### config.mk
export PLATFORM = sky130hd
export DESIGN_NAME = ace_ccu_snoop_req_flat
export DESIGN_NICKNAME = d
export VERILOG_FILES = /design/src/rtl/ace_ccu_pkg.sv /design/src/rtl/ace_ccu_snoop_req_if.sv /design/src/rtl/ace_ccu_snoop_sel_fifo.sv /design/src/rtl/ace_ccu_snoop_req.sv /design/src/flat_wrapper.sv
export SDC_FILE = /design/constraint.sdc
export NUM_CORES = 1
export LEC_CHECK = 0
export ABC_AREA = 1
export CORE_MARGIN = 2
export CORE_UTILIZATION = 44
export CTS_CLUSTER_DIAMETER = 100
export CTS_CLUSTER_SIZE = 30
export DETAILED_ROUTE_END_ITERATION = 8
export PLACE_DENSITY = 0.71
export SKIP_LAST_GASP = 1
export SYNTH_ARGS = -nofsm -noshare
export SYNTH_HDL_FRONTEND = slang
export SYNTH_SLANG_ARGS = --single-unit
### constraint.sdc
create_clock -name clk_i -period 2.1 [get_ports clk_i]
set_clock_uncertainty 0.05 [all_clocks]
set_input_delay 0.42 -clock clk_i [delete_from_list [all_inputs] [get_ports clk_i]]
set_output_delay 0.42 -clock clk_i [all_outputs]
set_load 0.05 [all_outputs]
### src/rtl/ace_ccu_pkg.sv
// Shared constants and types for the ACE CCU snoop request path.
package ace_ccu_pkg;

  localparam int DefaultNumOup        = 2;
  localparam int DefaultMaxTrans      = 4;
  localparam int DefaultTimeoutCycles = 1024;

  // Mask at the default port count; modules re-declare it at their own NumOup.
  typedef logic [DefaultNumOup-1:0] snoop_mask_t;

  // Pointer width for a ring of `depth` entries; a single entry still needs one bit.
  function automatic int ptr_width(input int depth);
    return (depth > 1) ? $clog2(depth) : 1;
  endfunction

endpackage

### src/rtl/ace_ccu_snoop_req_if.sv
// Handshake bundle between the snoop source, the snooper ports and the
// response stage. The slave modport is the distribution stage's view.
interface ace_ccu_snoop_req_if
  import ace_ccu_pkg::*;
#(
  parameter int  NumOup    = DefaultNumOup,
  parameter type ac_chan_t = logic
) ();

  logic              ac_valid_i;
  logic              ac_ready_o;
  ac_chan_t          ac_chan_i;
  logic [NumOup-1:0] ac_sel_i;
  logic [NumOup-1:0] ac_valids_o;
  logic [NumOup-1:0] ac_readies_i;
  ac_chan_t          ac_chans_o [NumOup];
  logic [NumOup-1:0] oup_sel_o;
  logic              oup_sel_valid_o;
  logic              oup_sel_ready_i;
  logic              err_o;

  modport slave (
    input  ac_valid_i, ac_chan_i, ac_sel_i, ac_readies_i, oup_sel_ready_i,
    output ac_ready_o, ac_valids_o, ac_chans_o, oup_sel_o, oup_sel_valid_o, err_o
  );

  modport master (
    output ac_valid_i, ac_chan_i, ac_sel_i, ac_readies_i, oup_sel_ready_i,
    input  ac_ready_o, ac_valids_o, ac_chans_o, oup_sel_o, oup_sel_valid_o, err_o
  );

endinterface

### src/rtl/ace_ccu_snoop_sel_fifo.sv
// In-order FIFO of snoop target masks for the response stage.
// Registered output (no fall-through), async active-high reset on control only.
module ace_ccu_snoop_sel_fifo
  import ace_ccu_pkg::*;
#(
  parameter int Width = DefaultNumOup,
  parameter int Depth = DefaultMaxTrans
) (
  input  logic             clk_i,
  input  logic             rst_i,
  input  logic             push,
  input  logic [Width-1:0] data_in,
  input  logic             pop,
  output logic [Width-1:0] data_out,
  output logic             full,
  output logic             empty
);

  localparam int PW = ptr_width(Depth);
  localparam int CW = $clog2(Depth + 1);
  localparam logic [PW-1:0] LastPtr = PW'(Depth - 1);

  logic [Width-1:0] mem [Depth];
  logic [PW-1:0]    wptr, rptr;
  logic [CW-1:0]    count;
  logic             do_push, do_pop;

  assign full     = (count == CW'(Depth));
  assign empty    = (count == '0);
  assign do_push  = push & ~full;
  assign do_pop   = pop & ~empty;
  assign data_out = mem[rptr];

  // Pointer and occupancy bookkeeping; pointers wrap at Depth-1.
  always_ff @(posedge clk_i or posedge rst_i) begin
    if (rst_i) begin
      wptr  <= '0;
      rptr  <= '0;
      count <= '0;
    end else begin
      if (do_push) wptr <= (wptr == LastPtr) ? '0 : wptr + 1'b1;
      if (do_pop)  rptr <= (rptr == LastPtr) ? '0 : rptr + 1'b1;
      unique case ({do_push, do_pop})
        2'b10:   count <= count + 1'b1;
        2'b01:   count <= count - 1'b1;
        default: count <= count;
      endcase
    end
  end

  // Mask storage; contents are qualified by count, so no reset needed.
  always_ff @(posedge clk_i) begin
    if (do_push) mem[wptr] <= data_in;
  end

endmodule

### src/rtl/ace_ccu_snoop_req.sv
// Snoop request distribution: broadcasts one AC request to the selected
// snooper ports, retires it once every selected port has accepted, and
// queues the mask for the response combiner.
// Optional broadcast watchdog: ACE_CCU_SNOOP_REQ_TIMEOUT_EN.
module ace_ccu_snoop_req
  import ace_ccu_pkg::*;
#(
  parameter int  NumOup        = DefaultNumOup,
  parameter int  MaxTrans      = DefaultMaxTrans,
  parameter int  TimeoutCycles = DefaultTimeoutCycles,
  parameter type ac_chan_t     = logic
) (
  input logic               clk_i,
  input logic               rst_i,
  ace_ccu_snoop_req_if.slave bus
);

  typedef logic [NumOup-1:0] mask_t;

  mask_t done;
  mask_t hs;
  logic  fifo_full, fifo_empty;
  logic  enable;
  logic  retire;

  // Admission looks only at the registered FIFO occupancy, so a pop this
  // cycle frees a slot for the next cycle, never the current one.
  assign enable = ~rst_i & ~fifo_full;

  assign bus.ac_valids_o = {NumOup{bus.ac_valid_i & enable}} & bus.ac_sel_i & ~done;
  assign hs              = bus.ac_valids_o & bus.ac_readies_i;
  assign retire          = bus.ac_valid_i & enable & ((done | hs) == bus.ac_sel_i);
  assign bus.ac_ready_o  = retire;

  for (genvar j = 0; j < NumOup; j++) begin : g_chan
    assign bus.ac_chans_o[j] = bus.ac_chan_i;
  end

  // Remember which ports already accepted so they are not presented again.
  always_ff @(posedge clk_i or posedge rst_i) begin
    if (rst_i)       done <= '0;
    else if (retire) done <= '0;
    else             done <= done | hs;
  end

  ace_ccu_snoop_sel_fifo #(
    .Width (NumOup),
    .Depth (MaxTrans)
  ) u_sel_fifo (
    .clk_i    (clk_i),
    .rst_i    (rst_i),
    .push     (retire),
    .data_in  (bus.ac_sel_i),
    .pop      (bus.oup_sel_ready_i),
    .data_out (bus.oup_sel_o),
    .full     (fifo_full),
    .empty    (fifo_empty)
  );

  assign bus.oup_sel_valid_o = ~fifo_empty;

`ifdef ACE_CCU_SNOOP_REQ_TIMEOUT_EN
  localparam int TW = $clog2(TimeoutCycles + 1);
  localparam logic [TW-1:0] TLimit = TW'(TimeoutCycles);

  logic [TW-1:0] tcnt;
  logic          pending;
  logic          err;

  assign pending   = bus.ac_valid_i & enable & ~retire;
  assign bus.err_o = err;

  // Watchdog: count stalled broadcast cycles; flag is sticky until reset.
  always_ff @(posedge clk_i or posedge rst_i) begin
    if (rst_i) begin
      tcnt <= '0;
      err  <= 1'b0;
    end else begin
      if (retire)                        tcnt <= '0;
      else if (pending && tcnt != TLimit) tcnt <= tcnt + 1'b1;
      if (pending && tcnt >= TLimit - 1'b1) err <= 1'b1;
    end
  end
`else
  localparam int unused_timeout_cycles = TimeoutCycles;
  assign bus.err_o = 1'b0;
`endif

endmodule

### src/flat_wrapper.sv
// flat-port wrapper written by rule: the top's interface ports become plain ports
module ace_ccu_snoop_req_flat import ace_ccu_pkg::*;
#(
  parameter int  NumOup        = DefaultNumOup,
  parameter int  MaxTrans      = DefaultMaxTrans,
  parameter int  TimeoutCycles = DefaultTimeoutCycles,
  parameter type ac_chan_t     = logic
)
  (clk_i, rst_i, bus_ac_valid_i, bus_ac_chan_i, bus_ac_sel_i, bus_ac_readies_i, bus_oup_sel_ready_i, bus_ac_ready_o, bus_ac_valids_o, bus_ac_chans_o, bus_oup_sel_o, bus_oup_sel_valid_o, bus_err_o);
  ace_ccu_snoop_req_if #(.NumOup(NumOup), .ac_chan_t(ac_chan_t)) bus_i ();
  input logic clk_i;
  input logic rst_i;
  input wire logic [$bits(bus_i.ac_valid_i)-1:0] bus_ac_valid_i;
  input wire logic [$bits(bus_i.ac_chan_i)-1:0] bus_ac_chan_i;
  input wire logic [$bits(bus_i.ac_sel_i)-1:0] bus_ac_sel_i;
  input wire logic [$bits(bus_i.ac_readies_i)-1:0] bus_ac_readies_i;
  input wire logic [$bits(bus_i.oup_sel_ready_i)-1:0] bus_oup_sel_ready_i;
  output wire logic [$bits(bus_i.ac_ready_o)-1:0] bus_ac_ready_o;
  output wire logic [$bits(bus_i.ac_valids_o)-1:0] bus_ac_valids_o;
  output wire logic [$bits(bus_i.ac_chans_o)-1:0] bus_ac_chans_o;
  output wire logic [$bits(bus_i.oup_sel_o)-1:0] bus_oup_sel_o;
  output wire logic [$bits(bus_i.oup_sel_valid_o)-1:0] bus_oup_sel_valid_o;
  output wire logic [$bits(bus_i.err_o)-1:0] bus_err_o;
  assign bus_i.ac_valid_i = bus_ac_valid_i;
  assign bus_i.ac_chan_i = bus_ac_chan_i;
  assign bus_i.ac_sel_i = bus_ac_sel_i;
  assign bus_i.ac_readies_i = bus_ac_readies_i;
  assign bus_i.oup_sel_ready_i = bus_oup_sel_ready_i;
  assign bus_ac_ready_o = bus_i.ac_ready_o;
  assign bus_ac_valids_o = bus_i.ac_valids_o;
  assign bus_ac_chans_o = {>>{bus_i.ac_chans_o}};
  assign bus_oup_sel_o = bus_i.oup_sel_o;
  assign bus_oup_sel_valid_o = bus_i.oup_sel_valid_o;
  assign bus_err_o = bus_i.err_o;
  ace_ccu_snoop_req #(.NumOup(NumOup), .MaxTrans(MaxTrans), .TimeoutCycles(TimeoutCycles), .ac_chan_t(ac_chan_t)) u_core (.clk_i(clk_i), .rst_i(rst_i), .bus(bus_i));
endmodule
After elaboration in Yosys (flattened, before gate mapping)
Memories as Yosys holds them, arrays and structs flattened.
Index checks and enable logic that the tools add are counted.
{"block": "word_totals", "regBits": 9, "mem_bits_rw": 8, "inputBits": 9, "word_cells": 36, "n_memories": 1}
{"memory": "u_core.u_sel_fifo.mem", "depth": 4, "width": 2, "rd": 1, "rd_clocked_by_memory_dff": 0, "wr": 1, "line": "ace_ccu_snoop_sel_fifo.sv:23", "rtl": "logic [Width-1:0] mem [Depth];"}
{"block": "classes", "addsub": 4, "eq_ne": 6, "n_mux": 6, "bitwise": 13, "n_reduce_logical": 2}
{"op": "$and A2 B2 Y2", "count": 3}
{"op": "$eq A2 B2 Y1 const B", "count": 3}
{"op": "$mux W2", "count": 3}
{"op": "$pmux W3 S2", "count": 1}
{"op": "$and A1 B1 Y1", "count": 5}
{"op": "$add A2 B1 Y2 const B", "count": 2}
{"op": "$add A3 B1 Y3 const B", "count": 1}
{"op": "$eq A3 B3 Y1 const B", "count": 1}
{"op": "$logic_not A3 Y1", "count": 1}
{"op": "$not A1 Y1", "count": 3}
{"op": "$sub A3 B1 Y3 const B", "count": 1}
{"op": "$eq A2 B1 Y1 const B", "count": 1}
{"op": "$eq A2 B2 Y1", "count": 1}
{"op": "$mux W1", "count": 2}
{"op": "$not A2 Y2", "count": 1}
{"op": "$or A2 B2 Y2", "count": 1}
{"op": "$reduce_bool A2 Y1", "count": 1}

Longest topological paths before layout
Gate-level depths: netlist of run 1.
{"block": "depth", "ltp_word": 13, "depth_mapped": 11}

Hierarchy
A second synthesis of run 1 with hierarchy kept.
{"block": "hier_totals", "cells_unflattened": 119, "area_unflattened_um2": 1002.2}
{"module": "ace_ccu_snoop_sel_fifo", "n_inst": 1, "cells_each": 85, "area_each_um2": 808.3}
{"module": "ace_ccu_snoop_req", "n_inst": 1, "cells_each": 34, "area_each_um2": 193.9}

Least setup slack after synthesis of run 1
OpenSTA, ideal clock, no wires.
{"block": "synth_path", "path_type": "in2reg", "from": "input bus_ac_sel_i[0]", "to": "register u_core.u_sel_fifo.count[2]", "setup_ns": 0.131, "arrival_time_ns": 1.823, "t_required_ns": 1.919, "setup_slack_ns": 0.096, "stages": 10, "n_path_buf": 0, "path_cell_list": "inv_1 -> nor2_2 -> inv_2 -> o211ai_4 -> ha_1 -> inv_1 -> fa_1 -> a21oi_1 -> o21ai_0 -> xor2_1"}
{"block": "synth_between", "elab_chain_len": 9, "word_cells_on_any_way": 11, "cone_classes": "3 x eq/ne; 1 x mux; 6 x bitwise; 1 x reduce/logical"}
{"element": "start, declared", "line": "flat_wrapper.sv:15", "rtl": "input wire logic [$bits(bus_i.ac_sel_i)-1:0] bus_ac_sel_i;"}
{"element": "$and A2 B2 Y2 (2 in a row)", "line": "ace_ccu_snoop_req.sv:30", "rtl": "assign bus.ac_valids_o = {NumOup{bus.ac_valid_i & enable}} & bus.ac_sel_i & ~done;"}
{"element": "$and A2 B2 Y2", "line": "ace_ccu_snoop_req.sv:31", "rtl": "assign hs = bus.ac_valids_o & bus.ac_readies_i;"}
{"element": "$or A2 B2 Y2", "line": "ace_ccu_snoop_req.sv:32", "rtl": "assign retire = bus.ac_valid_i & enable & ((done | hs) == bus.ac_sel_i);"}
{"element": "$eq A2 B2 Y1 *", "line": "ace_ccu_snoop_req.sv:32"}
{"element": "$and A1 B1 Y1 *", "line": "ace_ccu_snoop_req.sv:32"}
{"element": "$and A1 B1 Y1 *", "line": "ace_ccu_snoop_sel_fifo.sv:30", "rtl": "assign do_push = push & ~full;"}
{"element": "$eq A2 B1 Y1 / $eq A2 B2 Y1 (equally long branches)", "line": "ace_ccu_snoop_sel_fifo.sv:43", "rtl": "unique case ({do_push, do_pop})"}
{"element": "$pmux W3 S2 / $reduce_bool A2 Y1 (equally long branches)"}
{"element": "end signal, assigned", "line": "ace_ccu_snoop_sel_fifo.sv:44", "rtl": "2'b10: count <= count + 1'b1;"}
{"element": "end signal, assigned", "line": "ace_ccu_snoop_sel_fifo.sv:45", "rtl": "2'b01: count <= count - 1'b1;"}
{"element": "end signal, assigned", "line": "ace_ccu_snoop_sel_fifo.sv:46", "rtl": "default: count <= count;"}
{"element": "end, declared", "line": "ace_ccu_snoop_sel_fifo.sv:25", "rtl": "logic [CW-1:0] count;"}
Every way passes the cells marked *; elsewhere a longest branch is shown, timed or not.
A chain may end at the register's enable or synchronous reset.

Worst setup path after layout of run 1
{"block": "layout_path", "from": "input rst_i", "to": "register u_core.u_sel_fifo.count[2]"}
{"block": "layout_between", "elab_chain_len": 12, "word_cells_on_any_way": 14, "cone_classes": "3 x eq/ne; 1 x mux; 9 x bitwise; 1 x reduce/logical"}
{"element": "start, declared", "line": "flat_wrapper.sv:12", "rtl": "input logic rst_i;"}
{"element": "$not A1 Y1 *", "line": "ace_ccu_snoop_req.sv:28", "rtl": "assign enable = ~rst_i & ~fifo_full;"}
{"element": "$and A1 B1 Y1 *", "line": "ace_ccu_snoop_req.sv:28"}
{"element": "$and A1 B1 Y1 *", "line": "ace_ccu_snoop_req.sv:30, ace_ccu_snoop_req.sv:32"}
{"element": "$and A2 B2 Y2 (2 in a row)", "line": "ace_ccu_snoop_req.sv:30"}
{"element": "$and A2 B2 Y2", "line": "ace_ccu_snoop_req.sv:31"}
{"element": "$or A2 B2 Y2", "line": "ace_ccu_snoop_req.sv:32"}
{"element": "$eq A2 B2 Y1", "line": "ace_ccu_snoop_req.sv:32"}
{"element": "$and A1 B1 Y1 *", "line": "ace_ccu_snoop_req.sv:32"}
{"element": "$and A1 B1 Y1 *", "line": "ace_ccu_snoop_sel_fifo.sv:30"}
{"element": "$eq A2 B1 Y1 / $eq A2 B2 Y1 (equally long branches)", "line": "ace_ccu_snoop_sel_fifo.sv:43"}
{"element": "$pmux W3 S2 / $reduce_bool A2 Y1 (equally long branches)"}
Marked as above.

==> results.rst, run 1 <==
.. list-table::
   :header-rows: 1

   * - Metric
     - Value
   * - Antenna diodes
     - 0
   * - Multi-input gate area in the final layout
     - 435 sq um
   * - Global-route met1 utilization
     - 19.1%
   * - Number of antenna violations at the first check in global routing
     - 0
   * - Core area
     - 2170 sq um
   * - Post-layout minimum cycle time
     - 2.02 ns
   * - Die extent in y
     - 51.6 microns
   * - First drt pass iteration count
     - 4
   * - Sequential standard cell area
     - 465 sq um
   * - Count of antenna-violating nets left after detailed routing
     - 0
   * - Drt first-iter violations
     - 17
   * - WP data arrival
     - 2.15 ns
   * - Placed standard-cell area
     - 1260 sq um
   * - Synthesized Nets
     - 125
   * - Biggest fanout along the worst timing path
     - 2
   * - GRT Residual Overflow
     - 0
   * - Post-DP HPWL
     - 1320 microns
   * - Net switching component of the power
     - 0.738 mW
   * - Post-CTS sizing
     - 3
   * - Sum of internal, switching and leakage power
     - 1.66 mW
   * - Critical Path End Type
     - register
   * - Seq cells post-synth
     - 17
   * - Area of the mapped netlist
     - 997 sq um
   * - Worst Hold Class
     - input pin to async pin
   * - Post-route fraction of the period consumed by the critical path
     - 96.2%
   * - Largest buffer count on any clock path
     - 2
   * - Post-CTS setup-driven buffer insertion count
     - 0
   * - Final std cell area, no fill
     - 1310 sq um
   * - Worst path slowest cell
     - sky130_fd_sc_hd__clkdlybuf4s50_1
   * - DRC
     - 0
   * - Clock Sinks
     - 17
   * - Width of the die
     - 51.6 microns
   * - Chain of cells forming the critical path
     - clkdlybuf4s50_1 > inv_2 > nand2_2 > a21oi_4 > o211ai_4 > ha_1 > inv_1 > fa_1 > a21oi_1 > o21ai_1 > xor2_1
   * - Kind of start point of the critical path
     - input pin
   * - Routability Congestion
     - 0.856
   * - Hold Vio Cnt, Final
     - 0
   * - Worst-Skew Late Latency
     - 0.29 ns
   * - Grt met2 use
     - 24.4%
   * - Cts hold-fix bufs
     - 0
   * - Nets@finish
     - 150
   * - Number of global-route vias before repair
     - 735
   * - Synth Warn #
     - 0
   * - Layout area overhead
     - 31.1%
   * - Post-placement setup slack
     - -0.479 ns
   * - Overall track demand over capacity in global routing
     - 15.4%
   * - Cell chosen for the clock root
     - sky130_fd_sc_hd__clkbuf_4
   * - P_leak
     - 0.609 nW
   * - Initial cell density of the core
     - 46.0%
   * - Critical path class
     - input pin to register
   * - Clock tree from TritonCTS
     - done
   * - Asr flop ratio synth
     - 52.9%
   * - Final Max Tran Viols
     - 0
   * - Flip-flop cell with the highest count after synthesis
     - sky130_fd_sc_hd__dfrtp_1
   * - Die Outline Area
     - 2660 sq um
   * - Average wire length per cell after detail routing
     - 10.3 microns
   * - Vias per Instance
     - 4.75
   * - P_int
     - 0.918 mW
   * - Count of port buffers added during placement
     - 13
   * - Max stage delay on crit path
     - 0.47 ns
   * - Switching fraction of total power
     - 44.5%
   * - CTS HTree Levels
     - 1
   * - Final worst setup slack
     - 0.0795 ns
   * - EDFF count, synth
     - 8
   * - Average footprint of a synthesized cell
     - 9.15 sq um
   * - Share of cells above drive strength 1
     - 27.8%
   * - Worst voltage drop across the vdd grid
     - 0.644 mV
   * - Fin util
     - 60.3%
   * - Register share of total power
     - 33.5%
   * - Setup repair after global routing missed its margin
     - no
   * - Max Clk Rate
     - 495 MHz
   * - Register clock-pin slew on the reported worst setup and hold paths
     - 0.11 ns
   * - Status
     - finished clean
   * - Final WL
     - 1670 microns
   * - Share of synthesized area occupied by flip-flops and latches
     - 46.7%
   * - Number of setup violations in the final report
     - 0
   * - Number of placement rows
     - 17
   * - Clock buffer count from CTS
     - 3
   * - Routing layer with the top usage in global route
     - met2
   * - Synthesized instance count
     - 109
   * - Cell area power density
     - 1270 nW/um^2
   * - Global-route met3 utilization
     - 4.89%
   * - Wire length of the first global-routing pass
     - 2970 microns
   * - Clk network pwr share
     - 10.9%
   * - Number of ports placed on the die boundary
     - 18
   * - Max Cap Viol
     - 0
   * - Layout filler cell count
     - 195
   * - Count of vias placed by the detailed router
     - 764
   * - Unique cell type count in the Yosys netlist
     - 24
   * - Required time of the critical path
     - 2.23 ns
   * - Maximum number of pins on one net before global-route repair
     - 12
   * - Combinational cell fraction of total power
     - 55.6%
==> metrics by stage <==
stage	hold slack (ns)	setup TNS (ns)	std cells
final	0.388	0	161
after global routing	0.406	0	161
after CTS	0.379	0	161
after detailed placement	0.486	-1.44	157
after global placement	0.464	-1.18	157
after floorplan	0.153	0	109
==> routing by layer <==
| metal | up-vias | wire length [microns] | part of all wire [%] |
|---|---|---|---|
| li1 | 389 | - | - |
| met1 | 354 | 719 | 43 |
| met2 | 15 | 850 | 51 |
| met3 | 6 | 60 | 3.6 |
| met4 | 0 | 36 | 2.2 |
| met5 | - | 0 | 0 |
==> power by group through the flow <==
stage	logic [mW]	clock network, mW	registers [mW]
global placement	0.888	0	0.554
floorplan	0.607	0	0.538
finish	0.921	0.180	0.555
global route	1.02	0.205	0.574
detailed placement	0.909	0	0.561
CTS	0.915	0.191	0.553
==> cell type report <==
class,count,area share [%]
tap,28,2.68
inverter,23,6.60
sequential,17,35.6
clock buffer,3,1.72
multi-input combinational,66,33.3
clock inverter,1,0.574
timing repair buffer,23,19.5
==> cells by family after synthesis <==
group,count (synthesis),share of synthesized area (%)
AND/OR/NAND/NOR,40,19.8
AO/OA/AOI/OAI,16,10.9
XOR/XNOR,2,1.76
adder cells (fa/ha/maj),7,9.54
flip-flops,17,46.7
buffers and inverters,26,10.9
other,1,0.376
==> cells in the mapped netlist, types with 2 or more instances <==
cell type	count	area [sq um]
sky130_fd_sc_hd__ha_1	6	75.1
sky130_fd_sc_hd__edfxtp_1	8	240
sky130_fd_sc_hd__inv_2	2	7.51
sky130_fd_sc_hd__o21ai_0	8	40.0
sky130_fd_sc_hd__nand2_1	16	60.1
sky130_fd_sc_hd__inv_1	21	78.8
sky130_fd_sc_hd__o22ai_1	2	12.5
sky130_fd_sc_hd__nor2_4	3	33.8
sky130_fd_sc_hd__dfrtp_1	9	225
sky130_fd_sc_hd__a21oi_1	2	10.0
sky130_fd_sc_hd__nand3_1	4	20.0
sky130_fd_sc_hd__nor2_1	11	41.3
sky130_fd_sc_hd__nand2_2	2	12.5
sky130_fd_sc_hd__nor2_2	3	18.8
sky130_fd_sc_hd__buf_4	3	22.5
==> registers in the layout, summed over array words and instances (netlist names) <==
register / count
u_core.u_sel_fifo.wptr: 2
u_core.u_sel_fifo.count: 3
u_core.done: 2
u_core.u_sel_fifo.rptr: 2
u_core.u_sel_fifo.mem: 8
==> final timing paths <==
check,startpoint,cells after the start,to,slack [ns]
worst max-delay path,rst_i,11,u_core.u_sel_fifo.count[2],0.08
worst min-delay path,rst_i,3,u_core.u_sel_fifo.rptr[0],0.39
worst max register to register,u_core.done[1],11,u_core.u_sel_fifo.count[2],0.13
worst min register to register,u_core.u_sel_fifo.count[0],1,u_core.u_sel_fifo.count[0],0.50
max in group asynchronous,rst_i,3,u_core.done[1],1.47
min in group clk_i,bus_ac_sel_i[0],1,u_core.u_sel_fifo.mem[0][0],0.48
==> layout by cell type, fill, tap and decap left out <==
cell type                         count
sky130_fd_sc_hd__a21oi_1              2
sky130_fd_sc_hd__nor2_4               3
sky130_fd_sc_hd__fa_1                 1
sky130_fd_sc_hd__o21ai_0              7
sky130_fd_sc_hd__inv_2                3
sky130_fd_sc_hd__a21oi_4              1
sky130_fd_sc_hd__buf_6                1
sky130_fd_sc_hd__conb_1               1
sky130_fd_sc_hd__inv_1               20
sky130_fd_sc_hd__nand2_1             15
sky130_fd_sc_hd__nand2_4              1
sky130_fd_sc_hd__xor2_1               1
sky130_fd_sc_hd__buf_12               5
sky130_fd_sc_hd__ha_1                 6
sky130_fd_sc_hd__dlygate4sd2_1        1
sky130_fd_sc_hd__clkdlybuf4s15_1      1
sky130_fd_sc_hd__nand2_2              3
sky130_fd_sc_hd__clkinvlp_4           1
sky130_fd_sc_hd__o22ai_1              2
sky130_fd_sc_hd__nor2_2               4
sky130_fd_sc_hd__buf_4               10
sky130_fd_sc_hd__o211ai_4             1
sky130_fd_sc_hd__xnor2_1              1
sky130_fd_sc_hd__nor2_1              10
sky130_fd_sc_hd__edfxtp_1             8
sky130_fd_sc_hd__nand3_1              4
sky130_fd_sc_hd__clkdlybuf4s50_1      5
sky130_fd_sc_hd__clkbuf_4             3
sky130_fd_sc_hd__o21ai_1              2
sky130_fd_sc_hd__dfrtp_1              9
sky130_fd_sc_hd__a21boi_2             1
==> critical path: cells and delay by family <==
family                     cells  cell delay [ns]
buffers and inverters          3             0.58
adders and majority gates      2             0.55
AOI/OAI and AO/OA              4             0.38
xor gates and xnor gates       1             0.14
and+or+nand+nor                1             0.08
(Power assumes the default switching activity.)
==> run 2, diff against run 1 <==
--- a/config.mk
+++ b/config.mk
@@ -11,7 +11,7 @@
 export CTS_CLUSTER_DIAMETER = 100
 export CTS_CLUSTER_SIZE = 30
 export DETAILED_ROUTE_END_ITERATION = 8
-export PLACE_DENSITY = 0.71
+export PLACE_DENSITY = 0.69
 export SKIP_LAST_GASP = 1
 export SYNTH_ARGS = -nofsm -noshare
 export SYNTH_HDL_FRONTEND = slang
==> constraint.sdc (replaced) <==
create_clock -name clk_i -period 2.6 [get_ports clk_i]
set_clock_uncertainty 0.05 [all_clocks]
set_input_delay 0.52 -clock clk_i [delete_from_list [all_inputs] [get_ports clk_i]]
set_output_delay 0.52 -clock clk_i [all_outputs]
set_load 0.05 [all_outputs]
==> results.rst, run 2 (synthesized netlist as in run 1, its figures left out) <==
.. list-table::
   :header-rows: 1

   * - Metric
     - Value
   * - Number of antenna violations at the first check in global routing
     - 0 (unchanged)
   * - P_leak
     - 0.591 nW (-3.0%)
   * - Max Clk Rate
     - 402 MHz
   * - Post-layout minimum cycle time
     - 2.49 ns
   * - Worst-Skew Late Latency
     - 0.29 ns (about the same)
   * - Layout area overhead
     - 24.2%
   * - Kind of start point of the critical path
     - register
   * - Count of port buffers added during placement
     - 13 (unchanged)
   * - Commonest non-fill, non-tap cells in the layout
     - 21 x sky130_fd_sc_hd__inv_1, 16 x sky130_fd_sc_hd__nand2_1, 11 x sky130_fd_sc_hd__nor2_1
   * - Final WL
     - 1730 microns (+4.1%)
   * - Cell chosen for the clock root
     - sky130_fd_sc_hd__clkbuf_4
   * - Number of global-route vias before repair
     - 708 (-3.7%)
   * - Sequential standard cell area
     - 465 sq um (unchanged)
   * - Register with the most flip-flops
     - u_core.u_sel_fifo.mem
   * - Largest buffer count on any clock path
     - 2 (unchanged)
   * - Count of vias placed by the detailed router
     - 732 (-4.2%)
   * - Clock Sinks
     - 17 (unchanged)
   * - Core area
     - 2170 sq um (unchanged)
   * - Multi-input gate area in the final layout
     - 423 sq um (-2.9%)
   * - Hold Vio Cnt, Final
     - 0 (unchanged)
   * - Worst reg2reg path endpoint
     - u_core.u_sel_fifo.count[2]
   * - Biggest regs
     - u_core.u_sel_fifo.mem x8, u_core.u_sel_fifo.count x3
   * - Final Max Tran Viols
     - 0 (unchanged)
   * - Biggest fanout along the worst timing path
     - 7 (+5)
   * - Width of the die
     - 51.6 microns (unchanged)
   * - Cell area power density
     - 1010 nW/um^2 (-20%)
   * - Register clock-pin slew on the reported worst setup and hold paths
     - 0.10 ns (about the same)
   * - Required time of the critical path
     - 2.03 ns (-0.20 ns)
   * - Max Cap Viol
     - 0 (unchanged)
   * - Worst Hold Class
     - input pin to async pin
   * - Setup repair after global routing missed its margin
     - no
   * - Average wire length per cell after detail routing
     - 11.1 microns (+7.4%)
   * - Overall track demand over capacity in global routing
     - 15.3% (-0.12 points)
   * - Critical Path End Type
     - output port
   * - Critical path class
     - register to output port
   * - Placed standard-cell area
     - 1210 sq um (-4.4%)
   * - Number of ports placed on the die boundary
     - 18 (unchanged)
   * - First drt pass iteration count
     - 4 (unchanged)
   * - WP data arrival
     - 1.92 ns (-0.23 ns)
   * - Clock tree from TritonCTS
     - done
   * - CTS HTree Levels
     - 1 (unchanged)
   * - Antenna diodes
     - 0 (unchanged)
   * - Final std cell area, no fill
     - 1240 sq um (-5.3%)
   * - Worst-margin pin slew
     - 0.500 ns
   * - Number of placement rows
     - 17 (unchanged)
   * - Initial cell density of the core
     - 46.0% (unchanged)
   * - Post-CTS setup-driven buffer insertion count
     - 0 (unchanged)
   * - Slack of the worst reg-to-reg path
     - 0.60 ns (+0.47 ns)
   * - Layout filler cell count
     - 207 (+6.2%)
   * - Number of flip-flops in the largest register
     - 8 (unchanged)
   * - Sum of internal, switching and leakage power
     - 1.25 mW (-24%)
   * - Clock buffer count from CTS
     - 3 (unchanged)
   * - GRT Residual Overflow
     - 0 (unchanged)
   * - Die extent in y
     - 51.6 microns (unchanged)
   * - Number of setup violations in the final report
     - 0 (unchanged)
   * - Nets@finish
     - 145 (-3.3%)
   * - Drt first-iter violations
     - 15 (-2)
   * - Launch point of the worst reg-to-reg path
     - u_core.u_sel_fifo.count[2]
   * - Vias per Instance
     - 4.69 (-1.1%)
   * - Worst voltage drop across the vdd grid
     - 0.673 mV (+4.6%)
   * - Depth of the most critical reg-to-reg path
     - 8 (-3)
   * - Routability Congestion
     - 0.742 (-13%)
   * - Worst-case headroom to the max-slew limit
     - 66.5%
   * - Maximum number of pins on one net before global-route repair
     - 10 (-2)
   * - Status
     - finished clean
   * - Count of antenna-violating nets left after detailed routing
     - 0 (unchanged)
   * - Die Outline Area
     - 2660 sq um (unchanged)
   * - Share of cells above drive strength 1
     - 19.5% (-8.3 points)
   * - Wire length of the first global-routing pass
     - 2960 microns (-0.44%)
   * - Post-DP HPWL
     - 1420 microns (+8.0%)
   * - Most common library cell in the layout ignoring fill and taps
     - sky130_fd_sc_hd__inv_1
   * - DRC
     - 0 (unchanged)
   * - Post-route fraction of the period consumed by the critical path
     - 95.6%
   * - Final hold slack
     - 0.477 ns (+0.0894 ns)
[run 2: cell count changes in the layout (fill, tap and decap cells not counted), moves of 2 or more]
cell and delta:
sky130_fd_sc_hd__buf_12 -2, sky130_fd_sc_hd__buf_4 -5, sky130_fd_sc_hd__dlymetal6s2s_1 +2, sky130_fd_sc_hd__clkdlybuf4s50_1 +3
[run 2: power breakdown]
part,switching [mW],internal [mW]
clock,0.0830,0.0596
sequential,0.0833,0.363
combinational,0.408,0.256
total,0.574,0.678
[run 2: metrics by stage]
step | setup TNS [ns] | setup WS (ns) | instances | util, %
2_1_floorplan | 0 | 0.496 | 109 | -
3_3_place_gp | -0.0298 | -0.0298 | 152 | 55.7
3_5_place_dp | -0.0727 | -0.0727 | 152 | 55.7
4_1_cts | 0 | 0.0353 | 156 | 56.9
5_1_grt | 0 | 0.0353 | 156 | 57.1
6_report | 0 | 0.114 | 156 | 57.1
[run 2: worst max path at each step]
stage / start / endpoint
floorplan: bus_ac_sel_i[0] / u_core.u_sel_fifo.count[2]
global placement: bus_ac_sel_i[1] / u_core.u_sel_fifo.count[2]
detailed placement: bus_ac_sel_i[1] / u_core.u_sel_fifo.count[2]
CTS: bus_ac_sel_i[1] / bus_ac_ready_o
global route: u_core.u_sel_fifo.rptr[0] / bus_oup_sel_o[0]
finish: u_core.u_sel_fifo.rptr[0] / bus_oup_sel_o[0]
[run 2: layout make-up]
class / count / share of cell area [%]
multi-input combinational: 66 / 34.1
inverter: 23 / 6.97
tap: 28 / 2.83
clock buffer: 4 / 2.12
timing repair buffer: 18 / 16.4
sequential: 17 / 37.6
[run 2: critical path, cell delays in order, from the launching register on]
cell and delay [ns]:
sky130_fd_sc_hd__dfrtp_1 0.45, sky130_fd_sc_hd__inv_1 0.14, sky130_fd_sc_hd__nor2_1 0.06, sky130_fd_sc_hd__o22ai_1 0.16
sky130_fd_sc_hd__clkdlybuf4s50_1 0.82
[run 2: metal layers]
| metal | track usage [%] | vias to the layer above | share of wire, % |
|---|---|---|---|
| li1 | - | 375 | - |
| met1 | 18.7 | 345 | 43 |
| met2 | 26.5 | 10 | 53 |
| met3 | 2.59 | 2 | 3.2 |
| met4 | 6.58 | 0 | 0.92 |
| met5 | 0 | - | 0 |
[run 2: timing repair]
item,CTS,global route
hold buffers,0,0
endpoints found under the hold margin,0,0
setup endpoints to repair,0,2
resized for setup,0,2
==> run 3, diff against run 2 <==
--- a/config.mk
+++ b/config.mk
@@ -11,6 +11,7 @@
 export CTS_CLUSTER_DIAMETER = 100
 export CTS_CLUSTER_SIZE = 30
 export DETAILED_ROUTE_END_ITERATION = 8
+export GPL_ROUTABILITY_DRIVEN = 0
 export PLACE_DENSITY = 0.69
 export SKIP_LAST_GASP = 1
 export SYNTH_ARGS = -nofsm -noshare
==> results of run 3 <==
No change in the layout: final DEF, timing and power equal those of run 2.
